<file path="config.mk">
export PLATFORM = sky130hd
export DESIGN_NAME = flap_game_controller_flat
export DESIGN_NICKNAME = d
export VERILOG_FILES = /design/src/rtl/flap_game_pkg.sv /design/src/rtl/flap_game_controller_if.sv /design/src/rtl/flap_tick_divider.sv /design/src/rtl/flap_game_controller.sv /design/src/flat_wrapper.sv
export SDC_FILE = /design/constraint.sdc
export NUM_CORES = 1
export LEC_CHECK = 0
export BUFFER_PORTS_ARGS = -buffer_cell sky130_fd_sc_hd__buf_2
export CAP_MARGIN = 20
export CELL_PAD_IN_SITES_DETAIL_PLACEMENT = 0
export CELL_PAD_IN_SITES_GLOBAL_PLACEMENT = 1
export CORE_AREA = 2 2 78 80
export CTS_CLUSTER_SIZE = 12
export DETAILED_ROUTE_END_ITERATION = 6
export DIE_AREA = 0 0 80 82
export PLACE_DENSITY = 0.75
export SLEW_MARGIN = 20
export SYNTH_ARGS = -nofsm -noshare
export SYNTH_HDL_FRONTEND = slang
export SYNTH_SLANG_ARGS = --single-unit
</file>
<file path="constraint.sdc">
create_clock -name CLOCK_50 -period 6.9 [get_ports CLOCK_50]
set_clock_uncertainty 0.2 [all_clocks]
set_input_delay 0.69 -clock CLOCK_50 [delete_from_list [all_inputs] [get_ports CLOCK_50]]
set_output_delay 0.69 -clock CLOCK_50 [all_outputs]
set_load 0.005 [all_outputs]
</file>
<file path="src/rtl/flap_game_pkg.sv">
// Shared definitions for the flapping-box game: state codes, screen bounds, score width.
// FLAP_GAME_PAUSE_EN adds the PAUSED state and widens the state code to 3 bits.
package flap_game_pkg;

`ifdef FLAP_GAME_PAUSE_EN
  localparam int STATE_W = 3;
`else
  localparam int STATE_W = 2;
`endif

  localparam logic [STATE_W-1:0] ST_IDLE      = STATE_W'(0);
  localparam logic [STATE_W-1:0] ST_START     = STATE_W'(1);
  localparam logic [STATE_W-1:0] ST_PLAYING   = STATE_W'(2);
  localparam logic [STATE_W-1:0] ST_GAME_OVER = STATE_W'(3);
`ifdef FLAP_GAME_PAUSE_EN
  localparam logic [STATE_W-1:0] ST_PAUSED    = STATE_W'(4);
`endif

  localparam int                 BOX_Y_W      = 7;
  localparam logic [BOX_Y_W-1:0] SCREEN_Y_MIN = 7'd0;
  localparam logic [BOX_Y_W-1:0] SCREEN_Y_MAX = 7'd119;

  localparam int SCORE_W = 8;

endpackage

</file>
<file path="src/rtl/flap_game_controller_if.sv">
// Signal bundle between the game controller and the key, box register and display.
// FLAP_GAME_PAUSE_EN adds the pause_in level.
interface flap_game_controller_if;
  import flap_game_pkg::*;

  logic               key_in;
  logic [BOX_Y_W-1:0] box_y;
`ifdef FLAP_GAME_PAUSE_EN
  logic               pause_in;
`endif
  logic               game_tick;
  logic               tap;
  logic               box_reset;
  logic [STATE_W-1:0] state;
  logic [SCORE_W-1:0] score;
  logic               game_over;

`ifdef FLAP_GAME_PAUSE_EN
  modport master (output key_in, box_y, pause_in,
                  input  game_tick, tap, box_reset, state, score, game_over);
  modport slave  (input  key_in, box_y, pause_in,
                  output game_tick, tap, box_reset, state, score, game_over);
`else
  modport master (output key_in, box_y,
                  input  game_tick, tap, box_reset, state, score, game_over);
  modport slave  (input  key_in, box_y,
                  output game_tick, tap, box_reset, state, score, game_over);
`endif

endinterface

</file>
<file path="src/rtl/flap_tick_divider.sv">
// Free-running 0..TICK_DIV-1 counter; tick is high while it sits on its last value.
// clear restarts from 0 so the next tick is exactly TICK_DIV cycles away; freeze holds the count.
module flap_tick_divider #(
  parameter int unsigned TICK_DIV = 833333
) (
  input  logic clk,
  input  logic rst,
  input  logic clear,
  input  logic freeze,
  output logic tick
);

  localparam int               CNT_W    = $clog2(TICK_DIV);
  localparam logic [CNT_W-1:0] CNT_LAST = CNT_W'(TICK_DIV - 1);

  logic [CNT_W-1:0] cnt_q;

  always_ff @(posedge clk) begin
    if (rst || clear) begin
      cnt_q <= '0;
    end else if (!freeze) begin
      cnt_q <= (cnt_q == CNT_LAST) ? '0 : cnt_q + 1'b1;
    end
  end

  // A count frozen on its last value must not repeat the pulse every cycle.
  assign tick = (cnt_q == CNT_LAST) && !freeze;

endmodule

</file>
<file path="src/rtl/flap_game_controller.sv">
// Game sequencer: IDLE/START/PLAYING/GAME_OVER, tick and tap pulses, collision detect, score.
// FLAP_GAME_PAUSE_EN adds pause_in and a PAUSED state that freezes the game tick.
module flap_game_controller
  import flap_game_pkg::*;
#(
  parameter int unsigned        TICK_DIV    = 833333,
  parameter logic [BOX_Y_W-1:0] Y_MIN       = SCREEN_Y_MIN,
  parameter logic [BOX_Y_W-1:0] Y_MAX       = SCREEN_Y_MAX,
  parameter int unsigned        SCORE_TICKS = 30,
  parameter int unsigned        OVER_HOLD   = 60
) (
  input logic                   CLOCK_50,
  input logic                   reset,
  flap_game_controller_if.slave bus
);

  localparam int                 SUB_W     = $clog2(SCORE_TICKS + 1);
  localparam int                 HOLD_W    = $clog2(OVER_HOLD + 1);
  localparam logic [SUB_W-1:0]   SUB_LAST  = SUB_W'(SCORE_TICKS - 1);
  localparam logic [HOLD_W-1:0]  HOLD_END  = HOLD_W'(OVER_HOLD);
  localparam logic [SCORE_W-1:0] SCORE_MAX = '1;

  logic [STATE_W-1:0] state_q, state_d;
  logic               key_prev, key_edge;
  logic               tick_int, tick_clear, tick_freeze;
  logic               playing, collide, game_tick_int, hold_done;
  logic [SUB_W-1:0]   sub_q;
  logic [HOLD_W-1:0]  hold_q;
  logic [SCORE_W-1:0] score_q;

  assign key_edge      = bus.key_in & ~key_prev;
  assign playing       = (state_q == ST_PLAYING);
  assign collide       = tick_int && ((bus.box_y <= Y_MIN) || (bus.box_y >= Y_MAX));
  assign game_tick_int = playing && tick_int && !collide;
  assign hold_done     = (hold_q == HOLD_END);
  assign tick_clear    = (state_q == ST_START);

`ifdef FLAP_GAME_PAUSE_EN
  logic pause_prev, pause_edge;
  assign pause_edge  = bus.pause_in & ~pause_prev;
  assign tick_freeze = (state_q == ST_PAUSED);

  always_ff @(posedge CLOCK_50) begin
    if (reset) pause_prev <= 1'b0;
    else       pause_prev <= bus.pause_in;
  end
`else
  assign tick_freeze = 1'b0;
`endif

  flap_tick_divider #(.TICK_DIV(TICK_DIV)) u_tick_divider (
    .clk    (CLOCK_50),
    .rst    (reset),
    .clear  (tick_clear),
    .freeze (tick_freeze),
    .tick   (tick_int)
  );

  always_comb begin
    state_d = state_q;
    case (state_q)
      ST_IDLE:      if (key_edge) state_d = ST_START;
      ST_START:     state_d = ST_PLAYING;
      ST_PLAYING: begin
        // A colliding tick ends the game even if a pause edge arrives with it.
        if (collide) state_d = ST_GAME_OVER;
`ifdef FLAP_GAME_PAUSE_EN
        else if (pause_edge) state_d = ST_PAUSED;
`endif
      end
      ST_GAME_OVER: if (key_edge && hold_done) state_d = ST_IDLE;
`ifdef FLAP_GAME_PAUSE_EN
      ST_PAUSED:    if (pause_edge) state_d = ST_PLAYING;
`endif
      default:      state_d = ST_IDLE;
    endcase
  end

  always_ff @(posedge CLOCK_50) begin
    if (reset) begin
      state_q  <= ST_IDLE;
      key_prev <= 1'b0;
      sub_q    <= '0;
      hold_q   <= '0;
      score_q  <= '0;
    end else begin
      state_q  <= state_d;
      key_prev <= bus.key_in;

      if (state_q == ST_START) begin
        sub_q   <= '0;
        score_q <= '0;
      end else if (game_tick_int) begin
        if (sub_q == SUB_LAST) begin
          sub_q <= '0;
          if (score_q != SCORE_MAX) score_q <= score_q + 1'b1;
        end else begin
          sub_q <= sub_q + 1'b1;
        end
      end

      // Hold time restarts on every entry into GAME_OVER and saturates at OVER_HOLD.
      if (state_q != ST_GAME_OVER)      hold_q <= '0;
      else if (tick_int && !hold_done)  hold_q <= hold_q + 1'b1;
    end
  end

  assign bus.game_tick = game_tick_int;
  assign bus.tap       = playing && key_edge && !collide;
  assign bus.box_reset = (state_q == ST_IDLE) || (state_q == ST_START);
  assign bus.state     = state_q;
  assign bus.score     = score_q;
  assign bus.game_over = (state_q == ST_GAME_OVER);

endmodule

</file>
<file path="src/flat_wrapper.sv">
// flat-port wrapper written by rule: the top's interface ports become plain ports
module flap_game_controller_flat import flap_game_pkg::*;
#(
  parameter int unsigned        TICK_DIV    = 833333,
  parameter logic [BOX_Y_W-1:0] Y_MIN       = SCREEN_Y_MIN,
  parameter logic [BOX_Y_W-1:0] Y_MAX       = SCREEN_Y_MAX,
  parameter int unsigned        SCORE_TICKS = 30,
  parameter int unsigned        OVER_HOLD   = 60
)
  (CLOCK_50, reset, bus_key_in, bus_box_y, bus_game_tick, bus_tap, bus_box_reset, bus_state, bus_score, bus_game_over);
  flap_game_controller_if bus_i ();
  input logic CLOCK_50;
  input logic reset;
  input wire logic [$bits(bus_i.key_in)-1:0] bus_key_in;
  input wire logic [$bits(bus_i.box_y)-1:0] bus_box_y;
  output wire logic [$bits(bus_i.game_tick)-1:0] bus_game_tick;
  output wire logic [$bits(bus_i.tap)-1:0] bus_tap;
  output wire logic [$bits(bus_i.box_reset)-1:0] bus_box_reset;
  output wire logic [$bits(bus_i.state)-1:0] bus_state;
  output wire logic [$bits(bus_i.score)-1:0] bus_score;
  output wire logic [$bits(bus_i.game_over)-1:0] bus_game_over;
  assign bus_i.key_in = bus_key_in;
  assign bus_i.box_y = bus_box_y;
  assign bus_game_tick = bus_i.game_tick;
  assign bus_tap = bus_i.tap;
  assign bus_box_reset = bus_i.box_reset;
  assign bus_state = bus_i.state;
  assign bus_score = bus_i.score;
  assign bus_game_over = bus_i.game_over;
  flap_game_controller #(.TICK_DIV(TICK_DIV), .Y_MIN(Y_MIN), .Y_MAX(Y_MAX), .SCORE_TICKS(SCORE_TICKS), .OVER_HOLD(OVER_HOLD)) u_core (.CLOCK_50(CLOCK_50), .reset(reset), .bus(bus_i));
endmodule
</file>
==> results.toml, run 1 <==
[placement]
place_congestion = 0.794
io_buffers = 23
dpl.hpwl_um = 3280
dp_slack_ns = 3.83

[clock_network]
cts_buffers = 5
cts_hold_buf = 0
root_buffer = "clkbuf_8"
clkTransAtPathRegs_ns = 0.08
clock_latency_ns = 0.30
post_cts_buffers = 0
cts_tree = "done"
cts_resized = 0
clkSinkCount = 42
htree_levels = 2
cts_buffer_depth = 2

[floorplanning]
start_util = 0.383
dieArea_um2 = 6560
rows = 28
core_um2 = 5750
dieHeight_um = 82
die_w_um = 80
pin_count = 24

[finish]
fin_nets = 297
areaGrowthSynthToFinish_pct = 14.6
drive_gt1_frac = 0.159
nFillCells = 584
final_common_cell = "dfxtp_1"
n_antenna_cell = 0
most-common-layout-cells = "dfxtp_1, nor2_1, buf_2"

[worst_setup_path]
crit_arrival_ns = 2.17
end_kind = "output port"
startpoint_type = "primary input"
path_cells = "buf_2 > or4_1 > nor4_2 > o211ai_1 > and3_1 > buf_2"
cpPeakStageDelay_ns = 0.56
path_class = "primary input to output port"
crit_required_ns = 6.01
crit_fanout = 4
cp_slowest_cell = "or4_1"
cp_common_cell = "buf_2"

[synth]
synth_cells = 250
synth_seq_cells = 42
postSynthAreaPerCell_um2 = 8.80
synth_area_um2 = 2200
ys_warn_count = 0
synth-edff-count = 0
synth_fp_nets = 271
synth_ff_type = "dfxtp_1"
ys_types = 51
ys_seq_area_frac = 0.382
ys_async_sr_fraction = 0

[detailed_routing]
finalWirelength_um = 4510
drc = 0
initialDrtViolationCount = 61
vias_per_cell = 5.26
vias = 1853
dr.pass1.iters = 4
wl_per_cell_um = 12.8
final_antenna_net_count = 0

[global_route]
grtUsageTotal = 0.152
grt_max_degree = 23
antenna_found_initial = 0
grt_pass1_vias = 1730
overflow = 0
grt_pass1_wl_um = 7810

[timing]
slew_headroom = 0.549
fin_ws_ns = 3.84
worst_pin_slew_ns = 0.674
drv_slew = 0
final-setup-viol-count = 0
period_minus_slack_ns = 3.06
fin_tns_setup_ns = 0
fmax_ghz = 0.326
finalCritPeriodShare = 0.444
finalHoldViolCount = 0
rsz0062_at_grt = "no"

[power]
ir_worst_vdd_mv = 0.123
leakagePower_nw = 0.926
p_total_mw = 0.608
power_density_nw_per_um2 = 241

[outcome]
status = "finished, final reports clean"

[hold_path]
hold_path.class = "flop to flop"

[job]
cap_violations = 0
cell families after synthesis:
kind of cell | share of synthesized area
XOR/XNOR | 0.0756
multiplexers | 0.0136
adder cells (fa/ha/maj) | 0.0625
AND/OR/NAND/NOR | 0.327
AO/OA/AOI/OAI | 0.110
buffers and inverters | 0.0290
flip-flops | 0.382
where the power goes:
part	internal, mW	total, mW	switching [mW]
registers	0.253	0.264	0.0115
clock network	0.154	0.242	0.0881
logic	0.0424	0.101	0.0590
total	0.450	0.608	0.159
sequential cells by signal (all words and copies together) (netlist names):
signal                       flops
u_core.bus.score                 8
u_core.bus.state                 2
u_core.hold_q                    6
u_core.key_prev                  1
u_core.sub_q                     5
u_core.u_tick_divider.cnt_q     20
final cells by class:
| cell class | count | area [um2] | area share |
|---|---|---|---|
| multi-input cells | 195 | 1300 | 0.514 |
| flip-flops and latches | 42 | 841 | 0.333 |
| repair buffers | 23 | 115 | 0.0456 |
| well taps | 75 | 93.8 | 0.0372 |
| clock buffers | 6 | 82.6 | 0.0327 |
| clock inverters | 2 | 60.1 | 0.0238 |
| inverters | 9 | 33.8 | 0.0134 |
routing by layer:
metal,vias to the layer above,routed length (um),global-route usage
li1,960,-,-
met1,857,2220,0.194
met2,29,2050,0.245
met3,7,168,0.0352
met4,0,73,0.0661
met5,-,0,0
per-stage QoR:
| stage | utilization | hold slack, ns | area, um2 | cells |
|---|---|---|---|---|
| finish | 0.439 | 0.270 | 2520 | 352 |
| global route | 0.439 | 0.303 | 2520 | 352 |
| CTS | 0.439 | 0.274 | 2520 | 352 |
| detailed placement | 0.414 | 0.250 | 2380 | 344 |
| global placement | 0.414 | 0.240 | 2380 | 344 |
| floorplan | - | 0.226 | 2200 | 250 |
final timing paths:
| kind | slack, ns | cells after the start | startpoint | to |
|---|---|---|---|---|
| setup / recovery | 3.84 | 6 | bus_box_y[1] | bus_tap |
| hold reg to reg | 0.27 | 1 | u_core.sub_q[4]$_SDFFE_PP0P_ | u_core.sub_q[4]$_SDFFE_PP0P_ |
| setup reg to reg | 4.06 | 5 | u_core.u_tick_divider.cnt_q[15]$_SDFF_PP0_ | u_core.bus.score[6]$_SDFFE_PP0P_ |
| hold / removal | 0.27 | 1 | u_core.sub_q[4]$_SDFFE_PP0P_ | u_core.sub_q[4]$_SDFFE_PP0P_ |
worst max-delay path, delay by kind of cell:
| kind | cells | cell delay (ns) |
|---|---|---|
| AO/OA/AOI/OAI | 1 | 0.16 |
| buffers and inverters | 2 | 0.22 |
| AND/OR/NAND/NOR | 3 | 1.10 |
Yosys cell counts, types with 4 or more instances:
cell type	n	area (um2)
xnor2_1	10	87.6
nor2_1	29	109
o211ai_1	4	30.0
ha_1	11	138
inv_1	9	33.8
and3_1	10	62.6
nand2_1	15	56.3
nor4_1	4	25.0
dfxtp_1	42	841
nand2b_1	4	25.0
o21ai_1	5	25.0
xor2_1	9	78.8
nand4_1	7	43.8
o31ai_1	4	30.0
nor2b_1	4	25.0
or3_1	6	37.5
or4_1	5	37.5
nand3_1	18	90.1
a21oi_1	10	50.1
No activity file was read; power rests on OpenSTA's default activity.
==> run 2: changes to the inputs <==
PLACE_DENSITY = 0.78   (was 0.75)
clock period = 2.8 ns   (was 6.9 ns; I/O delays follow)
==> results.toml, run 2 (synthesis results as in run 1) <==
[finish]
largest_reg_flops = 20
final_common_cell = "dfxtp_1"
most-common-layout-cells = "dfxtp_1, nor2_1, buf_2"
fin_cells = 371
regArea_um2 = 841
fin_nets = 316
areaGrowthSynthToFinish_pct = 19.9
multi_input_area_um2 = 1320
n_antenna_cell = 0
max_flop_register = "u_core.u_tick_divider.cnt_q"
nFillCells = 592
fin_util = 0.459
drive_gt1_frac = 0.223
finalInstanceArea_um2 = 2640

[worst_setup_path]
crit_arrival_ns = 2.74
crit_required_ns = 2.83
path_class = "flop to flop"
crit_fanout = 6
end_kind = "flop"
startpoint_type = "flop"
rr_worst_depth = 7

[outcome]
status = "finished, final reports clean"

[placement]
io_buffers = 23
place_congestion = 0.763
numPlacedInstances = 359
dpl.hpwl_um = 3530
dpl_cell_area_um2 = 2490
dp_slack_ns = 0.151

[power]
power_density_nw_per_um2 = 508
leakagePower_nw = 0.996
ir_worst_vdd_mv = 0.217

[detailed_routing]
wl_per_cell_um = 13.0
finalWirelength_um = 4830
final_antenna_net_count = 0
vias = 1946
vias_per_cell = 5.25
drc = 0
initialDrtViolationCount = 49
dr.pass1.iters = 4

[global_route]
grt_pass1_wl_um = 8050
grt_pass1_vias = 1821
met2_usage = 0.253
grtUsageTotal = 0.157
busiest_layer = "met2"
met3_usage = 0.0429
antenna_found_initial = 0
met1_usage = 0.196
grt_max_degree = 20
overflow = 0

[timing]
fin_ws_ns = 0.0981
worst_pin_slew_ns = 0.663
period_minus_slack_ns = 2.70
final-setup-viol-count = 0
drv_slew = 0
hold_slack_ns = 0.0168
fmax_ghz = 0.370
finalCritPeriodShare = 0.965
finalHoldViolCount = 0
slew_headroom = 0.554

[job]
cap_violations = 0

[floorplanning]
dieHeight_um = 82
die_w_um = 80
start_util = 0.383
rows = 28
dieArea_um2 = 6560
core_um2 = 5750
pin_count = 24

[clock_network]
clkTransAtPathRegs_ns = 0.10
htree_levels = 2
cts_tree = "done"
cts_buffers = 5
root_buffer = "clkbuf_8"
clock_latency_ns = 0.30
cts_buffer_depth = 2
clkSinkCount = 42

[hold_path]
hold_path.class = "primary input to flop"
holdPathStages = 2
-- run 2: cell count changes in the layout (fill, tap and decap cells not counted), sizes merged --
| cell | previous run | this run |
|---|---|---|
| bufinv | 2 | 0 |
| or4b | 3 | 4 |
| buf | 23 | 40 |
| inv | 9 | 12 |
| clkbuf | 6 | 5 |
| dlygate4sd3 | 0 | 1 |
-- run 2: path summary, 6_finish.rpt --
kind                                              from                                        end  slack (ns)
min                                              reset                 u_core.key_prev$_SDFF_PP0_        0.02
max reg2reg           u_core.bus.state[0]$_SDFFE_PP0P_           u_core.bus.score[3]$_SDFFE_PP0P_         0.1
max                   u_core.bus.state[0]$_SDFFE_PP0P_           u_core.bus.score[3]$_SDFFE_PP0P_         0.1
min reg2reg  u_core.u_tick_divider.cnt_q[0]$_SDFF_PP0_  u_core.u_tick_divider.cnt_q[0]$_SDFF_PP0_        0.27
-- run 2: routing by layer --
layer  vias up  share of wire
li1       1002              -
met1       902           0.48
met2        36           0.47
met3         6          0.034
met4         0          0.016
met5         -              0
-- run 2: power breakdown --
group          switching (mW)  leakage [nW]  internal [mW]  total [mW]
clock                   0.240        0.0495          0.185       0.425
combinational           0.150         0.607          0.116       0.267
sequential             0.0261         0.339          0.623       0.650
-- run 2: repair_timing --
item | CTS | global route
resized for setup | 0 | 4
setup buffers | 0 | 2
endpoints found under the hold margin | 1 | 0
setup endpoints to repair | 0 | 5
hold buffers | 1 | 0
-- run 2: worst max-delay path, cell delays in order, from the launching register on --
cell     delay [ns]
dfxtp_1        0.34
inv_1          0.10
ha_2           0.20
inv_1          0.07
or3b_4         0.42
or4b_2         0.77
or3_1          0.38
a21oi_1        0.13
-- run 2: area by class of cell --
type | count | share of cell area
tap | 75 | 0.0356
clock inverter | 3 | 0.00996
clock buffer | 5 | 0.0261
multi-input combinational | 196 | 0.501
inverter | 9 | 0.0128
timing repair buffer | 41 | 0.0958
sequential | 42 | 0.319
-- run 2: metrics by stage --
step,power (mW),setup TNS [ns]
floorplan,0.838,0
global placement,0.926,0
detailed placement,0.930,0
CTS,1.36,0
global route,1.44,-0.00651
finish,1.34,0
==> run 3: changes to the inputs <==
CORE_AREA = 5 5 81 83   (was 2 2 78 80)
DIE_AREA = 0 0 86 88   (was 0 0 80 82)
RECOVER_POWER = 50   (was default)
clock period = 2.4 ns   (was 2.8 ns; I/O delays follow)
==> results.toml, run 3 (synthesis results as in run 1) <==
[floorplanning]
die_w_um = 86
core_um2 = 5780
pin_count = 24
rows = 28
start_util = 0.381
dieHeight_um = 88
dieArea_um2 = 7570

[worst_setup_path]
cp_num_buf_inv = 3
path_class = "flop to output port"
end_kind = "output port"
startpoint_type = "flop"
path_cells = "buf_6 > or4b_4 > nor3_4 > nand3b_1 > nor4_2 > buf_4 > buf_6"
crit_arrival_ns = 2.10
cpLargestDelayFamily = "simple AND/OR/NAND/NOR gates"
cpPeakStageDelay_ns = 0.54
crit_fanout = 2
crit_required_ns = 1.96
cp_common_cell = "buf_6"
cp_slowest_cell = "or4b_4"

[timing]
slew_headroom = 0.581
period_minus_slack_ns = 2.54
final-setup-viol-count = 13
fmax_ghz = 0.393
fin_ws_ns = -0.142
finalHoldViolCount = 0
rsz0062_at_grt = "yes"
drv_slew = 0
worst_pin_slew_ns = 0.623
finalCritPeriodShare = 1.06

[global_route]
overflow = 0
antenna_found_initial = 0
grt_max_degree = 20
met2_usage = 0.214
grt_pass1_wl_um = 8010
met1_usage = 0.170
met3_usage = 0.0414
busiest_layer = "met2"
grtUsageTotal = 0.132
grt_pass1_vias = 1850

[finish]
nFillCells = 560
n_antenna_cell = 0
max_flop_register = "u_core.u_tick_divider.cnt_q"
largest_reg_flops = 20
areaGrowthSynthToFinish_pct = 30.7
fin_util = 0.498
fin_nets = 335
drive_gt1_frac = 0.279
final_common_cell = "dfxtp_1"
most-common-layout-cells = "dfxtp_1, nor2_1, buf_4"

[power]
p_sw_mw = 0.499
swShare = 0.312
leakagePower_nw = 1.09
pwr-share-seq = 0.471
power_density_nw_per_um2 = 556
p_int_mw = 1.10
p_total_mw = 1.60
pwr-share-clk = 0.300
combPwrFrac = 0.229
ir_worst_vdd_mv = 0.359

[detailed_routing]
initialDrtViolationCount = 65
vias = 2041
vias_per_cell = 5.23
final_antenna_net_count = 0
wl_per_cell_um = 13.0
dr.pass1.iters = 4
drc = 0
finalWirelength_um = 5060

[placement]
dp_slack_ns = -0.0775
place_congestion = 0.815
dpl.hpwl_um = 3590
io_buffers = 23

[outcome]
violations = "negative setup slack"
status = "finished with violations"

[clock_network]
clkSinkCount = 42
cts_buffer_depth = 2
clkTransAtPathRegs_ns = 0.09
clock_latency_ns = 0.30
htree_levels = 2
root_buffer = "clkbuf_8"
cts_buffers = 5
cts_tree = "done"

[hold_path]
hold_path.class = "flop to flop"

[job]
cap_violations = 0
-- run 3: changes by cell type in the layout (fill, tap and decap cells not counted), moves of 3 or more --
cell      change
buf_2         -6
a21oi_2       +3
buf_6         +6
dfxtp_1       -4
a21oi_1       -3
clkbuf_1      +8
buf_4         +7
dfxtp_2       +4
-- run 3: worst paths after layout --
| path | start | endpoint | slack, ns | cells past startpoint |
|---|---|---|---|---|
| min | u_core.u_tick_divider.cnt_q[0]$_SDFF_PP0_ | u_core.u_tick_divider.cnt_q[0]$_SDFF_PP0_ | 0.23 | 1 |
| min reg2reg | u_core.u_tick_divider.cnt_q[0]$_SDFF_PP0_ | u_core.u_tick_divider.cnt_q[0]$_SDFF_PP0_ | 0.23 | 1 |
| max reg2reg | u_core.u_tick_divider.cnt_q[11]$_SDFF_PP0_ | u_core.bus.score[2]$_SDFFE_PP0P_ | -0.13 | 5 |
| max | u_core.u_tick_divider.cnt_q[16]$_SDFF_PP0_ | bus_game_tick | -0.14 | 7 |
-- run 3: layout make-up --
cell class	instances	area, um2	area share
Clock buffer	5	68.8	0.0239
Clock inverter	3	25.0	0.00870
Inverter	9	33.8	0.0117
Multi-Input combinational cell	196	1400	0.488
Sequential cell	42	846	0.294
Tap cell	75	93.8	0.0326
Timing Repair Buffer	60	405	0.141
-- run 3: stage by stage --
stage               setup TNS [ns]  hold WS, ns  instance area (um2)  std cells
global placement            -0.200        0.241                 2610        374
floorplan                   -0.116        0.112                 2210        250
global route                 -2.58        0.271                 2880        390
CTS                         -0.834        0.274                 2750        385
detailed placement          -0.416        0.252                 2610        374
finish                      -0.979        0.232                 2880        390
-- run 3: per-layer routing --
layer,vias up,wire (um),share of wire
li1,1040,-,-
met1,976,2410,0.48
met2,20,2390,0.47
met3,5,208,0.041
met4,0,44,0.0087
met5,-,0,0
-- run 3: what timing repair did --
action	CTS	global route
setup buffers	0	4
hold endpoints to repair	2	0
hold buffers	3	0
gates resized for setup	6	25
cloned	0	1
pin swaps	3	7
endpoints found under the setup margin	10	15
-- run 3: power groups by stage --
stage / Clock (mW) / Sequential (mW) / Combinational, mW
after floorplan: 0 / 0.770 / 0.207
after global placement: 0 / 0.762 / 0.356
after detailed placement: 0 / 0.763 / 0.359
after CTS: 0.500 / 0.746 / 0.366
after global routing: 0.530 / 0.760 / 0.414
final: 0.480 / 0.752 / 0.366
